File: src/rtl/posit_mac_ctrl.sv
// -----------------------------------------------------------------------------
// posit_mac_ctrl
// Sequencer for the posit dot-product MAC pipeline
// (decode -> multiply -> accumulate -> encode).
//
// Behaviour:
//  - Accepts one dot-product command of cmd_len operand pairs.
//  - Streams the pairs into the decode stage through registered pipe_a/pipe_b.
//  - Owns the pipeline token shift register (vld_d) and the advance enable
//    (acc_rdy).
//  - Captures the encoder result and returns it over a valid/ready handshake.
//  - Only one command is ever in flight.
//
// Optional feature (macro PMC_STATS_EN):
//  Adds two saturating activity counters, each with its own output port:
//   - stat_busy  : cycles spent outside IDLE.
//   - stat_stall : cycles outside IDLE with hold_i high.
//
// Parameters:
//  WIDTH  posit width of the operands and the result
//  EXP    posit exponent field width (used only by the datapath)
//  DEPTH  number of pipeline stages; stage DEPTH-1 is the encode stage
//  LEN_W  width of cmd_len
//
// Ports:
//  clk_i, rstn          clock, asynchronous active-low reset
//  cmd_vld/cmd_rdy      command handshake; cmd_len = number of operand pairs
//  op_vld/op_rdy        operand handshake carrying op_a/op_b
//  hold_i               external stall that freezes the whole pipeline
//  pipe_a/pipe_b        registered operands driven into the decode stage
//  acc_first            marks the token that restarts the accumulator
//  acc_rdy              pipeline advance enable (~hold_i)
//  vld_d                pipeline token shift register
//  enc_vld/enc_data     one-cycle encoder result pulse
//  res_vld/res_rdy      result handshake carrying res_data
// -----------------------------------------------------------------------------
module posit_mac_ctrl #(
  parameter int WIDTH = 8,
  parameter int EXP   = 2,
  parameter int DEPTH = 12,
  parameter int LEN_W = 8
) (
  input  logic             clk_i,
  input  logic             rstn,
  input  logic             cmd_vld,
  output logic             cmd_rdy,
  input  logic [LEN_W-1:0] cmd_len,
  input  logic             op_vld,
  output logic             op_rdy,
  input  logic [WIDTH-1:0] op_a,
  input  logic [WIDTH-1:0] op_b,
  input  logic             hold_i,
  output logic [WIDTH-1:0] pipe_a,
  output logic [WIDTH-1:0] pipe_b,
  output logic             acc_first,
  output logic             acc_rdy,
  output logic [DEPTH-1:0] vld_d,
  input  logic             enc_vld,
  input  logic [WIDTH-1:0] enc_data,
  output logic             res_vld,
  input  logic             res_rdy,
`ifdef PMC_STATS_EN
  output logic [31:0]      stat_busy,
  output logic [31:0]      stat_stall,
`endif
  output logic [WIDTH-1:0] res_data
);

  typedef enum logic [1:0] {
    S_IDLE  = 2'd0,
    S_RUN   = 2'd1,
    S_DRAIN = 2'd2,
    S_DONE  = 2'd3
  } state_e;

  state_e             state_q, state_d;
  logic [LEN_W-1:0]   rem_q, rem_d;
  logic               first_q, first_d;
  logic [DEPTH-1:0]   tok_q, tok_d;
  logic [WIDTH-1:0]   pipe_a_q, pipe_a_d;
  logic [WIDTH-1:0]   pipe_b_q, pipe_b_d;
  logic               acc_first_q, acc_first_d;
  logic               res_vld_q, res_vld_d;
  logic [WIDTH-1:0]   res_data_q, res_data_d;
  logic               issue_s;

  // An exponent field wider than WIDTH-3 leaves no room for sign and regime.
  // This named block only exists in such an illegal configuration, which makes
  // it easy to spot in the elaborated hierarchy.
  if (EXP > WIDTH - 3) begin : g_exp_too_wide_for_width
  end

  assign acc_rdy = ~hold_i;
  assign cmd_rdy = (state_q == S_IDLE);
  assign op_rdy  = (state_q == S_RUN) & acc_rdy;
  assign issue_s = op_vld & op_rdy;

  assign vld_d     = tok_q;
  assign pipe_a    = pipe_a_q;
  assign pipe_b    = pipe_b_q;
  assign acc_first = acc_first_q;
  assign res_vld   = res_vld_q;
  assign res_data  = res_data_q;

  // Command sequencing: next state, pair counter and result register.
  always_comb begin
    state_d    = state_q;
    rem_d      = rem_q;
    first_d    = first_q;
    res_vld_d  = res_vld_q;
    res_data_d = res_data_q;
    case (state_q)
      S_IDLE: begin
        if (cmd_vld) begin
          if (cmd_len != {LEN_W{1'b0}}) begin
            rem_d   = cmd_len;
            first_d = 1'b1;
            state_d = S_RUN;
          end else begin
            // Empty dot product: answer zero without touching the pipeline.
            res_data_d = {WIDTH{1'b0}};
            res_vld_d  = 1'b1;
            state_d    = S_DONE;
          end
        end else begin
          state_d = S_IDLE;
        end
      end
      S_RUN: begin
        if (issue_s) begin
          first_d = 1'b0;
          rem_d   = rem_q - LEN_W'(1);
          if (rem_q == LEN_W'(1)) begin
            state_d = S_DRAIN;
          end else begin
            state_d = S_RUN;
          end
        end else begin
          state_d = S_RUN;
        end
      end
      S_DRAIN: begin
        // The result register is empty here, so the one-cycle pulse is never lost.
        if (enc_vld) begin
          res_data_d = enc_data;
          res_vld_d  = 1'b1;
          state_d    = S_DONE;
        end else begin
          state_d = S_DRAIN;
        end
      end
      S_DONE: begin
        if (res_vld_q && res_rdy) begin
          res_vld_d = 1'b0;
          state_d   = S_IDLE;
        end else begin
          state_d = S_DONE;
        end
      end
      default: begin
        state_d = S_IDLE;
      end
    endcase
  end

  // Pipeline front end: token shift, operand registers and accumulator restart flag.
  always_comb begin
    tok_d       = tok_q;
    pipe_a_d    = pipe_a_q;
    pipe_b_d    = pipe_b_q;
    acc_first_d = acc_first_q;
    if (acc_rdy) begin
      tok_d = {tok_q[DEPTH-2:0], issue_s};
      if (issue_s) begin
        pipe_a_d    = op_a;
        pipe_b_d    = op_b;
        acc_first_d = first_q;
      end else begin
        // A bubble never restarts the accumulator.
        acc_first_d = 1'b0;
      end
    end else begin
      tok_d = tok_q;
    end
  end

  // State and datapath-control registers.
  always_ff @(posedge clk_i or negedge rstn) begin
    if (!rstn) begin
      state_q     <= S_IDLE;
      rem_q       <= {LEN_W{1'b0}};
      first_q     <= 1'b0;
      tok_q       <= {DEPTH{1'b0}};
      pipe_a_q    <= {WIDTH{1'b0}};
      pipe_b_q    <= {WIDTH{1'b0}};
      acc_first_q <= 1'b0;
      res_vld_q   <= 1'b0;
      res_data_q  <= {WIDTH{1'b0}};
    end else begin
      state_q     <= state_d;
      rem_q       <= rem_d;
      first_q     <= first_d;
      tok_q       <= tok_d;
      pipe_a_q    <= pipe_a_d;
      pipe_b_q    <= pipe_b_d;
      acc_first_q <= acc_first_d;
      res_vld_q   <= res_vld_d;
      res_data_q  <= res_data_d;
    end
  end

`ifdef PMC_STATS_EN
  logic [31:0] stat_busy_q, stat_busy_d;
  logic [31:0] stat_stall_q, stat_stall_d;

  // Saturating busy/stall counters, counted only while a command is active.
  always_comb begin
    stat_busy_d  = stat_busy_q;
    stat_stall_d = stat_stall_q;
    if ((state_q != S_IDLE) && (stat_busy_q != 32'hFFFF_FFFF)) begin
      stat_busy_d = stat_busy_q + 32'd1;
    end else begin
      stat_busy_d = stat_busy_q;
    end
    if ((state_q != S_IDLE) && hold_i && (stat_stall_q != 32'hFFFF_FFFF)) begin
      stat_stall_d = stat_stall_q + 32'd1;
    end else begin
      stat_stall_d = stat_stall_q;
    end
  end

  // Statistics registers.
  always_ff @(posedge clk_i or negedge rstn) begin
    if (!rstn) begin
      stat_busy_q  <= 32'd0;
      stat_stall_q <= 32'd0;
    end else begin
      stat_busy_q  <= stat_busy_d;
      stat_stall_q <= stat_stall_d;
    end
  end

  assign stat_busy  = stat_busy_q;
  assign stat_stall = stat_stall_q;
`endif

endmodule
File: config.mk
export PLATFORM = sky130hd
export DESIGN_NAME = posit_mac_ctrl
export DESIGN_NICKNAME = d
export VERILOG_FILES = /design/src/rtl/posit_mac_ctrl.sv
export SDC_FILE = /design/constraint.sdc
export NUM_CORES = 1
export LEC_CHECK = 0
export ABC_AREA = 1
export BUFFER_PORTS_ARGS = -buffer_cell sky130_fd_sc_hd__buf_2
export CAP_MARGIN = 0
export CORE_ASPECT_RATIO = 0.5
export CORE_MARGIN = 2
export CORE_UTILIZATION = 42
export CTS_BUF_LIST = sky130_fd_sc_hd__clkbuf_4 sky130_fd_sc_hd__clkbuf_8
export DETAILED_ROUTE_END_ITERATION = 8
export GPL_ROUTABILITY_DRIVEN = 0
export PLACE_DENSITY = 0.72
export RECOVER_POWER = 25
export SYNTH_ARGS = -nofsm -noshare
export SYNTH_HDL_FRONTEND = slang
export SYNTH_SLANG_ARGS = --single-unit
File: constraint.sdc
create_clock -name clk_i -period 1.3 [get_ports clk_i]
set_clock_uncertainty 0.05 [all_clocks]
set_input_delay 0.13 -clock clk_i [delete_from_list [all_inputs] [get_ports clk_i]]
set_output_delay 0.13 -clock clk_i [all_outputs]
set_load 0.05 [all_outputs]
After elaboration in Yosys (flattened, before gate mapping)
Cells that the tools add are included.
- flip-flop bits (word level): 49
- input bits: 39
- output and inout bits: 41
- add/sub/neg operators: 1
- eq/ne operators: 10
- multiplexer cells: 25
- bitwise operators: 3
- reduce and logical (&&, ||, !) cells: 10
- operators by type and width (operator ; number):
    $mux W8 ; 6
    $pmux W8 S2 ; 2
    $mux W2 ; 5
    $ne A2 B2 Y1 const B ; 5
    $mux W1 ; 9
    $eq A8 B1 Y1 const B ; 1
    $pmux W2 S4 ; 1
    $reduce_and A4 Y1 ; 2
    $reduce_bool A8 Y1 ; 1
    $sub A8 B1 Y8 const B ; 1
    $reduce_and A5 Y1 ; 1
    $eq A2 B2 Y1 const B ; 2
    $reduce_bool A2 Y1 ; 2
    $pmux W1 S3 ; 1
    $reduce_bool A3 Y1 ; 1
    $and A1 B1 Y1 ; 2
    $eq A2 B1 Y1 const B ; 1
    $logic_not A2 Y1 ; 1
    $ne A2 B1 Y1 const B ; 1
    $pmux W1 S2 ; 1
    $reduce_and A2 Y1 ; 1
    $logic_and A1 B1 Y1 ; 1
    $not A1 Y1 ; 1

Logic depth before layout (Yosys ltp)
Gate-level depths: netlist of run 1.
- word-level depth: 5
- gate-level depth with buffers: 9
- mapped depth without buffers: 9

Least setup slack after synthesis of run 1
Ideal clock, no wire load.
- path kind: register to register
- from: reg state_q[1]
- to: reg pipe_a_q[0], in the netlist pipe_a[0]
- library setup time: 0.118 ns
- data arrival time: 1.392 ns
- required time: 1.132 ns
- path slack: -0.260 ns
- cell stages (with the launch flop): 9
- buffers on the path: 2
- clock period less this slack: 1.560 ns
- cell sequence: dfrtp_1 -> inv_2 -> nand2_2 -> nor2_4 -> nand2_2 -> buf_6 -> buf_2 -> nand2_1 -> nand2_1
- word-level cells in the longest chain between the ends: 4
- RTL lines (element ; RTL line ; source):
    start, declared ; 76 ; state_e state_q, state_d;
    start signal, assigned ; 200 ; state_q <= state_d;
    $eq A2 B1 Y1 ; 95 ; assign op_rdy = (state_q == S_RUN) & acc_rdy;
    $and A1 B1 Y1 ; 95 ;
    named net op_rdy ; 49 ; output logic op_rdy,
    $and A1 B1 Y1 ; 96 ; assign issue_s = op_vld & op_rdy;
    $reduce_and A2 Y1 (no source line) ; n/a ;
    end signal, assigned ; 194 ; pipe_a_q <= {WIDTH{1'b0}};
    end signal, assigned ; 204 ; pipe_a_q <= pipe_a_d;
    end, declared ; 80 ; logic [WIDTH-1:0] pipe_a_q, pipe_a_d;
The timed path passes the listed nets, and every way through them passes these cells.
A chain may end at the register's enable or synchronous reset.

Final worst setup path of run 1
- from: reg state_q[1]
- to: out op_rdy
- word-level cells in the longest chain between the ends: 2
- RTL lines (element ; RTL line):
    $eq A2 B1 Y1 ; 95
    $and A1 B1 Y1 ; 95
    end, declared ; 49
Every way passes these cells.

==> out/metrics.yaml, run 1 <==
status: "complete, but fails checks"
violations: "negative setup slack"
met3WireLength_um: 269
syn_area_per_cell_um2: 7.91
first_global_vias: 2065
worst_pin_slew_ns: 0.655
hold_path_depth: 3
grt_setup_unrepaired: "true"
initial_core_util_pct: 44.6
crit_fanout: 4
swShare_pct: 49.8
wl_met2_um: 2900
top_layer: "met4"
grt_pass1_wl_um: 9380
syn-instance-count: 283
wl_um: 5730
path_class: "register to output port"
maxCapViolCount: 0
power_frac_clock_pct: 11.0
area_growth_pct: 48.1
cts_buffer_depth: 2
power.leakage_nw: 1.83
reg2reg_depth: 6
cts_tree: "yes"
die_y_um: 55.6
critPathSlowestCell: "dfrtp_2"
syn_nets: 324
worst_ep_arrival_time_ns: 1.18
utilization_pct: 66.0
viasPerCell: 4.63
power_density_nw_per_um2: 2440
power_w: 0.00810
final_common_cell: "nand2_1"
io_buffers: 79
antenna_cells: 0
final_cells: 480
p_switching_w: 0.00403
die_x_um: 107
yosysSeqAreaShare_pct: 54.8
gr-usage-all-layers_pct: 19.7
p_seq_share_pct: 31.1
synth.ff_latch_count: 49
intPower_w: 0.00406
clock-root-buffer: "clkbuf_8"
antenna_found_initial: 0
core_area_um2: 5020
hold_viol_final: 0
critPathRequiredTime_ns: 1.12
wire_per_inst_um: 11.9
timing.final.crit_period_ns: 1.36
drv_slew: 0
irDropWorstVdd_v: 0.00114
ioPinCount: 80
clkTransAtPathRegs_ns: 0.09
overflow: 0
detailed_place_hpwl_um: 4040
min_period_over_period_pct: 104
setup_slack_ns: -0.0583
cp-start-kind: "register"
power_frac_comb_pct: 57.9
max_freq_mhz: 736
final_cell_mix: "nand2_1 (135), buf_2 (77), dfrtp_1 (47)"
cts_buffers: 5
dr.pass1.iters: 4
hp-class: "input port to register"
relSlewSlack_pct: 56.3
dp_slack_ns: -0.0377
synth_warnings: 0
htreeDepth: 2
dieArea_um2: 5960
yosysUniqueCellTypes: 25
clk_latency_ns: 0.29
numPlacedInstances: 449
cp_top_family: "flip-flops"
grt_max_degree: 50
final_layout_size_suffix_gt1_share_pct: 35.6
max_stage_delay_ns: 0.45
end_kind: "output port"
row_count: 18
cp.buffers_inverters: 2
clkSinkCount: 49
finalSetupTns_ns: -0.855
vias: 2223
initialDrtViolationCount: 96
drt.antenna.violating_nets: 0
finalSetupViolations: 25
crit_chain: "inv_2 -> nand2_4 -> nor2_4 -> buf_8"
syn_area_um2: 2240
drt-met1-wl_um: 2520
nets: 450
crit_cells: 4
drcViolationCount: 0
flip-flops by register name, indices dropped and copies added, names as in the netlist:
| register | count |
|---|---|
| res_data | 8 |
| state_q | 2 |
| pipe_a | 8 |
| res_vld | 1 |
| rem_q | 8 |
| first_q | 1 |
| vld_d | 12 |
| pipe_b | 8 |
| acc_first | 1 |
repair_timing:
item / 4_1_cts / 5_1_grt
gates resized for setup: 17 / 23
setup buffers: 1 / 5
endpoints found under the hold margin: 65 / 0
hold buffers: 17 / 0
pin swaps: 1 / 1
setup endpoints to repair: 36 / 39
cell families (layout without fill, tap and decap cells):
logic type,Yosys count,in the layout,share of synthesized area [%]
buffers and inverters,27,154,5.42
AND/OR/NAND/NOR,178,178,32.1
flip-flops,49,49,54.8
AO/OA/AOI/OAI,27,27,6.60
adder cells (fa/ha/maj),2,2,1.12
synth_stat cells, drive strengths merged:
| cell | number | share of area (%) |
|---|---|---|
| a21oi | 2 | 0.61 |
| a31oi | 1 | 0.28 |
| buf | 6 | 1.9 |
| clkbuf | 2 | 0.34 |
| clkinv | 2 | 0.34 |
| dfrtp | 49 | 55 |
| ha | 2 | 1.1 |
| inv | 17 | 2.9 |
| nand2 | 145 | 25 |
| nand3 | 7 | 1.6 |
| nand3b | 1 | 0.34 |
| nand4 | 1 | 0.28 |
| nor2 | 20 | 3.7 |
| nor3 | 2 | 0.45 |
| nor3b | 2 | 0.89 |
| o211ai | 1 | 0.56 |
| o21ai | 23 | 5.1 |
metrics by stage:
step / instance area (µm²) / hold WS, ns
final: 3310 / 0.0198
after global routing: 3310 / 0.0136
after CTS: 3240 / 0.0232
after detailed placement: 2910 / 0.0863
after global placement: 2910 / 0.0818
after floorplan: 2250 / -0.216
worst register-to-register path, cell delays in order (launching register included):
cell	delay, ns
dfrtp_2	0.47
nor3b_4	0.25
buf_4	0.15
a21oi_2	0.06
buf_12	0.16
nand2_2	0.05
o21ai_1	0.06
routing by layer:
metal  GRT usage, %  vias to the layer above
met5              0                        -
li1               -                     1131
met4           3.53                        0
met1           25.4                     1034
met2           35.1                       54
met3           3.98                        4
final cells by class:
class,instances,area (µm²)
clock buffers,5,68.8
clock inverters,3,21.3
fillers,406,1710
inverters,19,77.6
multi-input cells,207,967
flip-flops and latches,49,1230
well taps,70,87.6
repair buffers,127,863
power groups by stage:
stage / combinational [W] / clock, W / sequential, W
3_3_place_gp: 0.00419 / 0 / 0.00248
3_5_place_dp: 0.00425 / 0 / 0.00250
6_report: 0.00468 / 0.000894 / 0.00252
2_1_floorplan: 0.00152 / 0 / 0.00391
4_1_cts: 0.00448 / 0.000930 / 0.00249
5_1_grt: 0.00505 / 0.00102 / 0.00259
path summary, 6_finish.rpt:
check                                      start                       to  slack (ns)
setup / recovery            state_q[1]$_DFF_PN0_                   op_rdy       -0.06
hold / removal                       enc_data[7]  res_data[7]$_DFFE_PN0P_        0.02
setup reg to reg            state_q[0]$_DFF_PN0_  res_data[6]$_DFFE_PN0P_       -0.05
hold reg to reg            pipe_a[0]$_DFFE_PN0P_    pipe_a[0]$_DFFE_PN0P_        0.43
max in group asynchronous                   rstn     state_q[0]$_DFF_PN0_        0.28
min in group asynchronous                   rstn     rem_q[2]$_DFFE_PN0P_        0.45
(Power assumes the default switching activity.)
==> run 2, diff against run 1 <==
BUFFER_PORTS_ARGS = -buffer_cell sky130_fd_sc_hd__buf_4   (was -buffer_cell sky130_fd_sc_hd__buf_2)
SKIP_CTS_REPAIR_TIMING = 1   (was default)
==> run 2 against run 1 <==
The run ends with negative hold slack, negative setup slack left. Clock-buffer cell count unchanged. Global-route usage is 0.14 points lower. Sequential share of layout area fell by 1.2 points. Sequential power barely moved. Cell area increased by 3.2%. Power is 3.9% higher. Largest power group unchanged. Setup slack got worse by 0.054 ns.
==> out/metrics.yaml, run 2 (synthesis results as in run 1) <==
max_freq_mhz: 708  # -3.8%
min_period_over_period_pct: 109  # +4.2 points
crit_fanout: 4  # unchanged
antenna_cells: 0  # unchanged
initialDrtViolationCount: 75  # -22%
holdPathEnd: "pipe_a[7]$_DFFE_PN0P_"
clkTransAtPathRegs_ns: 0.09  # about the same
relSlewSlack_pct: 54.4  # -1.9 points
min-delay-start: "op_a[7]"
die_y_um: 55.6  # unchanged
grt_setup_unrepaired: "true"
met3WireLength_um: 181  # -33%
grt_max_degree: 50  # unchanged
status: "complete, but fails checks"
drt.antenna.violating_nets: 0  # unchanged
clk_latency_ns: 0.30  # about the same
violations: "negative hold slack, negative setup slack"
final_common_cell: "nand2_1"
overflow: 0  # unchanged
power.leakage_nw: 1.82  # -0.61%
p_switching_w: 0.00404  # about the same
clkSinkCount: 49  # unchanged
gr-usage-all-layers_pct: 19.6  # -0.14 points
power_density_nw_per_um2: 2460  # +0.65%
critPathRequiredTime_ns: 1.12  # about the same
timing.rr.start: "state_q[1]$_DFF_PN0_"
final_layout_size_suffix_gt1_share_pct: 33.9  # -1.7 points
maxCapViolCount: 0  # unchanged
hold_path_depth: 3  # unchanged
wl_met2_um: 3060  # +5.3%
dieArea_um2: 5960  # unchanged
grt_pass1_wl_um: 9410  # +0.36%
drv_slew: 0  # unchanged
irDropWorstVdd_v: 0.00141  # +24%
cts_buffer_depth: 2  # unchanged
swShare_pct: 48.0  # -1.9 points
wl_um: 5850  # +2.1%
setup_slack_ns: -0.113  # -0.0543 ns
final_cell_mix: "nand2_1 (138), buf_4 (96), dfrtp_1 (47)"
initial_core_util_pct: 44.6  # unchanged
whs_ns: -0.0124  # -0.0322 ns
htreeDepth: 2  # unchanged
p_seq_share_pct: 30.0  # -1.1 points
end_kind: "output port"
hold_viol_final: 2  # +2
power_frac_clock_pct: 13.1  # +2.1 points
dr.pass1.iters: 4  # unchanged
top_layer: "met4"
vias: 2201  # -0.99%
antenna_found_initial: 0  # unchanged
largest_register_ffs: 12  # unchanged
reg2reg_to: "state_q[0]$_DFF_PN0_"
utilization_pct: 68.1  # +2.1 points
ioPinCount: 80  # unchanged
row_count: 18  # unchanged
detailed_place_hpwl_um: 4090  # +1.2%
cts_buffers: 5  # unchanged
timing.final.crit_period_ns: 1.41  # +0.0543 ns
drt-met1-wl_um: 2540  # +1.1%
wire_per_inst_um: 12.4  # +4.1%
hp-class: "input port to register"
clock-root-buffer: "clkbuf_8"
viasPerCell: 4.67  # +0.90%
reg2reg_depth: 5  # -1
intPower_w: 0.00438  # +7.8%
cts_tree: "yes"
cp-start-kind: "register"
finalSetupViolations: 17  # -32%
die_x_um: 107  # unchanged
first_global_vias: 2125  # +2.9%
path_class: "register to output port"
drcViolationCount: 0  # unchanged
core_area_um2: 5020  # unchanged
worst_pin_slew_ns: 0.684  # +0.0283 ns
power_frac_comb_pct: 56.9  # -1.0 points
io_buffers: 79  # unchanged
reg2reg_slack_ns: -0.05  # about the same
nets: 441  # -2.0%
area_growth_pct: 52.9
worst_ep_arrival_time_ns: 1.23  # +0.05 ns
-- run 2: cell type report --
class | count | area (µm²)
clock inverter | 3 | 43.8
timing repair buffer | 118 | 966
sequential | 49 | 1230
inverter | 19 | 82.6
clock buffer | 5 | 68.8
multi-input combinational | 207 | 945
fill | 407 | 1600
tap | 70 | 87.6
-- run 2: power by group through the flow --
stage | clock network, W | logic (W) | registers, W
floorplan | 0 | 0.00152 | 0.00391
global placement | 0 | 0.00446 | 0.00250
detailed placement | 0 | 0.00453 | 0.00253
CTS | 0.00112 | 0.00455 | 0.00250
global route | 0.00120 | 0.00515 | 0.00261
finish | 0.00110 | 0.00478 | 0.00252
-- run 2: worst max path at each step --
stage          slack, ns                  from  cells past startpoint                     to
3_5_place_dp       -0.05  state_q[1]$_DFF_PN0_                      7   rem_q[6]$_DFFE_PN0P_
3_3_place_gp       -0.06  rem_q[1]$_DFFE_PN0P_                      6   state_q[0]$_DFF_PN0_
6_report           -0.11  state_q[0]$_DFF_PN0_                      3                cmd_rdy
5_1_grt            -0.16  state_q[0]$_DFF_PN0_                      3                cmd_rdy
4_1_cts            -0.17  state_q[0]$_DFF_PN0_                      3                cmd_rdy
2_1_floorplan      -0.25  state_q[1]$_DFF_PN0_                      8  pipe_a[0]$_DFFE_PN0P_
-- run 2: critical path: stages (launching register included) --
cell and delay (ns):
dfrtp_2 0.45, buf_4 0.15, nor2_2 0.14, buf_6 0.19
-- run 2: per-stage QoR --
stage / total power (W) / cells / setup TNS (ns) / setup WS (ns) / cell area, µm²
after detailed placement: 0.00706 / 447 / -0.436 / -0.0503 / 3080
after floorplan: 0.00543 / 283 / -5.66 / -0.248 / 2250
final: 0.00841 / 471 / -0.498 / -0.113 / 3420
after global placement: 0.00697 / 447 / -0.0674 / -0.0640 / 3080
after global routing: 0.00896 / 471 / -3.12 / -0.158 / 3420
after CTS: 0.00817 / 455 / -0.940 / -0.174 / 3200
-- run 2: layer usage --
metal | vias up | GRT usage [%]
met3 | 7 | 4.22
met5 | - | 0
li1 | 1107 | -
met1 | 1050 | 24.5
met2 | 37 | 33.8
met4 | 0 | 6.86
